===== src/rtl/ni_flit_injector.sv =====
// Network-interface transmit side: segments packet descriptors plus a payload stream into
// HEAD/BODY/TAIL/HEADTAIL flits and injects them on a round-robin chosen downstream VC.
module ni_flit_injector #(
  parameter int PKT_SIZE_W        = 4,
  parameter int VC_NUM            = 2,
  parameter int DEST_ADDR_SIZE_X  = 2,
  parameter int DEST_ADDR_SIZE_Y  = 2,
  parameter int HEAD_PAYLOAD_SIZE = 12,
  localparam int VC_SIZE          = (VC_NUM > 1) ? $clog2(VC_NUM) : 1,
  localparam int FLIT_DATA_SIZE   = DEST_ADDR_SIZE_X + DEST_ADDR_SIZE_Y + HEAD_PAYLOAD_SIZE,
  localparam int FLIT_W           = 2 + VC_SIZE + FLIT_DATA_SIZE
) (
  input  logic                         clk,
  input  logic                         rst,
  input  logic                         pkt_valid_i,
  output logic                         pkt_ready_o,
  input  logic [DEST_ADDR_SIZE_X-1:0]  pkt_x_dest_i,
  input  logic [DEST_ADDR_SIZE_Y-1:0]  pkt_y_dest_i,
  input  logic [HEAD_PAYLOAD_SIZE-1:0] pkt_head_pl_i,
  input  logic [PKT_SIZE_W-1:0]        pkt_size_i,
  input  logic                         pl_valid_i,
  output logic                         pl_ready_o,
  input  logic [FLIT_DATA_SIZE-1:0]    pl_data_i,
  input  logic [VC_NUM-1:0]            is_on_off_i,
  input  logic [VC_NUM-1:0]            is_allocatable_vc_i,
  output logic [FLIT_W-1:0]            data_o,
  output logic                         valid_flit_o,
  output logic                         busy_o
);

  // state  | meaning
  // IDLE   | waiting for a descriptor and an eligible VC; emits HEAD/HEADTAIL on accept
  // STREAM | emitting BODY/TAIL flits on cur_vc as payload words arrive

  // data_o layout: {label[1:0], vc_id, data}; data is {x, y, head_pl} for heads, bt_pl otherwise
  localparam logic [1:0] LBL_HEAD     = 2'b00;
  localparam logic [1:0] LBL_BODY     = 2'b01;
  localparam logic [1:0] LBL_TAIL     = 2'b10;
  localparam logic [1:0] LBL_HEADTAIL = 2'b11;

  typedef enum logic {IDLE, STREAM} state_t;

  state_t              state;
  logic [VC_SIZE-1:0]  last_vc;
  logic [VC_SIZE-1:0]  cur_vc;
  logic [PKT_SIZE_W-1:0] rem;

  logic [VC_NUM-1:0]   elig;
  logic [VC_SIZE-1:0]  sel_vc;
  logic [VC_SIZE:0]    cand;
  logic                single_flit;
  logic                last_word;

  assign elig        = is_allocatable_vc_i & is_on_off_i;
  assign single_flit = (pkt_size_i <= PKT_SIZE_W'(1));
  assign last_word   = (rem == PKT_SIZE_W'(1));

  assign pkt_ready_o = ~rst & (state == IDLE) & pkt_valid_i & (|elig);
  assign pl_ready_o  = ~rst & (state == STREAM) & pl_valid_i & is_on_off_i[cur_vc];
  assign busy_o      = (state != IDLE);

  // Scan from farthest to nearest so the first eligible VC after last_vc wins.
  always_comb begin
    sel_vc = '0;
    cand   = '0;
    for (int i = VC_NUM; i >= 1; i--) begin
      cand = {1'b0, last_vc} + (VC_SIZE+1)'(i);
      if (cand >= (VC_SIZE+1)'(VC_NUM))
        cand = cand - (VC_SIZE+1)'(VC_NUM);
      if (elig[cand[VC_SIZE-1:0]])
        sel_vc = cand[VC_SIZE-1:0];
    end
  end

  always_ff @(posedge clk or posedge rst) begin
    if (rst) begin
      state        <= IDLE;
      valid_flit_o <= 1'b0;
      data_o       <= '0;
      last_vc      <= '0;
      cur_vc       <= '0;
      rem          <= '0;
    end else begin
      valid_flit_o <= 1'b0;
      case (state)
        IDLE: begin
          if (pkt_ready_o) begin
            cur_vc       <= sel_vc;
            last_vc      <= sel_vc;
            valid_flit_o <= 1'b1;
            data_o       <= {(single_flit ? LBL_HEADTAIL : LBL_HEAD), sel_vc,
                             pkt_x_dest_i, pkt_y_dest_i, pkt_head_pl_i};
            if (single_flit) begin
              rem   <= '0;
              state <= IDLE;
            end else begin
              rem   <= pkt_size_i - PKT_SIZE_W'(1);
              state <= STREAM;
            end
          end
        end
        STREAM: begin
          // no consume leaves a bubble: data_o, rem and state hold
          if (pl_ready_o) begin
            valid_flit_o <= 1'b1;
            data_o       <= {(last_word ? LBL_TAIL : LBL_BODY), cur_vc, pl_data_i};
            rem          <= rem - PKT_SIZE_W'(1);
            if (last_word)
              state <= IDLE;
          end
        end
        default: state <= IDLE;
      endcase
    end
  end

endmodule


===== config.mk =====
export PLATFORM = sky130hd
export DESIGN_NAME = ni_flit_injector
export DESIGN_NICKNAME = d
export VERILOG_FILES = /design/src/rtl/ni_flit_injector.sv
export SDC_FILE = /design/constraint.sdc
export NUM_CORES = 1
export LEC_CHECK = 0
export CAP_MARGIN = 20
export CORE_MARGIN = 10
export CORE_UTILIZATION = 24
export CTS_CLUSTER_SIZE = 40
export DETAILED_ROUTE_END_ITERATION = 7
export MAX_ROUTING_LAYER = met4
export SLEW_MARGIN = 25
export SYNTH_ARGS = -nofsm -noshare
export SYNTH_HDL_FRONTEND = slang
export SYNTH_SLANG_ARGS = --single-unit
export TNS_END_PERCENT = 5

===== constraint.sdc =====
create_clock -name clk -period 1.71 [get_ports clk]
set_input_delay 0.513 -clock clk [delete_from_list [all_inputs] [get_ports clk]]
set_output_delay 0.513 -clock clk [all_outputs]
set_load 0.02 [all_outputs]

==> results.cfg <==
[logic_synthesis]
syn_area_um2 = 1410
synth_top_area_cell = dfrtp_1
yosys_warnings = 0
synth-seq-cells = 26
synth_edf_count = 0
yosysTopAreaCellShare_pct = 46.1
yosysUniqueCellTypes = 32
async_flop_share_pct = 100
synthFlopType = dfrtp_1
ys_seq_area_share_pct = 46.1
synthCells = 142
synthTopCellsByArea = dfrtp_1 46%, mux2i_1 12%, a21oi_1 6.0%
avgSynthCellArea_um2 = 9.93
syn-num-nets = 190

[power]
power.total_uw = 3350
ir_drop_uv = 767
p_per_area_nw_per_um2 = 1400
leakagePower_uw = 0.00109

[detailed_routing]
vias = 1292
wire_per_inst_um = 12.7
drcViolationCount = 0
drt_wl_total_mm = 3.82
drt_iter0_drc = 29
detail-route-antenna-nets = 0
dr.pass1.iters = 2
via_per_inst = 4.31

[placed_design]
dp_cells = 294
dp_hpwl_mm = 3.06
gp_routability_congestion = 0.737
numPortBuffers = 66
pre_cts_slack_ns = -0.889

[final_layout]
layout_commonest_cell = clkdlybuf4s50_1
n_fill_cell = 584
nNetsFinal = 277
area.growth.synth_to_final_pct = 69.8
drive_above_1_share_pct = 21.1
instances_no_fill = 300
fin_util_pct = 42.7
final_cell_mix = 35 x clkdlybuf4s50_1, 26 x dfrtp_1, 25 x dlygate4sd2_1, 20 x nor2_1, 20 x buf_4
num_antenna_cells = 0

[grt]
grt_pass1_vias = 1316
track_usage_pct = 8.01
antenna_found_initial = 0
grt_pass1_wl_mm = 6.29
grt_max_degree = 33
overflow = 0

[sta]
setup_violations = 2
fmax_mhz = 558
rsz0062_at_grt = true
setup_slack_ns = -0.0828
drv_slew = 0
fin_crit_ns = 1.79
relSlewSlack_pct = 71.9
timing.final.hold_violations = 0
worst_pin_slew_ns = 0.422
fin_skew_ns = 0.00178
fin_crit_sh_pct = 105

[worst_setup_path]
arrival_ns = 1.28
cp.required_ns = 1.20
path_cells = or3b_4, nor2_4, buf_6
worst_setup_path_start_kind = flop
end_kind = primary output
crit_path_max_incr_delay_ns = 0.40
crit_fanout = 2
critPathKind = reg -> out
slowest_stage = dfrtp_1

[floorplanning]
die_h_um = 96.7
placementRows = 27
dieArea_um2 = 9340
fp.coreArea_um2 = 5610
initial_core_util_pct = 25.1
die_w_um = 96.7
io_pins = 67

[run_status]
violations = setup timing
status = finished, violations left

[hold_path]
hp-class = in -> async

[clock_tree]
clock_latency_ns = 0.27
htree_levels = 1
cts_tree = built
clockBufferDepth = 2
clockRootBuffer = clkbuf_8
clkSinkCount = 26
hold_buffers = 0
path_clk_slew_ns = 0.09
cts_inserted_buffers = 3

[flow_run]
cap_violations = 0
## repair_timing
item | in CTS | in global routing
endpoints found under the setup margin | 47 | 20
buffers inserted | 2 | 0
pin swaps | 5 | 2
cloned | 0 | 0
gates resized for setup | 57 | 5
## cell type report
type | instances | area, um^2 | area share (%)
repair buffers | 90 | 831 | 34.7
multi-input cells | 102 | 729 | 30.5
flip-flops and latches | 26 | 651 | 27.2
well taps | 72 | 90.1 | 3.76
clock buffers | 3 | 41.3 | 1.72
clock inverters | 1 | 30.0 | 1.25
inverters | 6 | 22.5 | 0.940
## state kept, by name, summed over array words and instances, names as in the netlist
register and cells:
rem 4, busy_o 1, valid_flit_o 1, data_o 19
cur_vc 1
## logic make-up (layout without fill, tap and decap cells)
logic type      Yosys count  count (layout)  share of synthesized area [%]
buf+inv                  14             100                           5.86
flops                    26              26                           46.1
fa+ha+maj                 4               4                           3.55
simple gates             42              42                           13.9
mux                      17              17                           12.1
xor+xnor                  1               1                          0.621
compound gates           38              38                           17.8
## per-stage QoR
step                      setup TNS (ns)  hold WS [ns]  cell area [um^2]
final                             -0.108         0.425              2390
after global routing              -0.518         0.422              2390
after global placement            -13.99         0.499              2290
after detailed placement          -14.42         0.507              2290
after CTS                         -0.152         0.415              2380
after floorplan                        0         0.487              1410
## power by group
group          internal [uW]  switching (uW)  total [uW]  leakage, uW
combinational            801             970        1770     0.000766
sequential               907             156        1060     0.000290
clock                    313             198         511    0.0000357
## synthesized netlist by cell type (2+ instances only)
cell type  instances
a21oi_1           17
a21oi_2            7
a31oi_1            2
buf_2              3
buf_6              3
dfrtp_1           26
ha_1               4
inv_1              6
mux2i_1           17
nand2_1            5
nand2b_1           3
nand3_1            2
nor2_1            22
nor3_1             4
o21ai_0            4
## layer usage
layer	share of wire [%]	wire [um]	global-route usage [%]
met4	0	0	0.676
met2	51	1940	14.3
met1	46	1740	8.94
met3	3.7	143	2.34
met5	0	0	-
## final timing paths
check	to	depth (start not counted)	slack, ns	startpoint
min reg2reg	data_o[17]	2	0.52	data_o[17]
min	rem[0]	4	0.43	rst
max in group asynchronous	data_o[2]	4	1.13	rst
max reg2reg	rem[3]	5	0.02	busy_o
max	pkt_ready_o	3	-0.08	busy_o
min in group clk	data_o[17]	2	0.52	data_o[17]
## worst max-delay path: cells and delay by family, from the launching register on
family / cells / cell delay [ns]
and+or+nand+nor: 2 / 0.49
DFF: 1 / 0.40
buffers and inverters: 1 / 0.12
(Power assumes the default switching activity.)
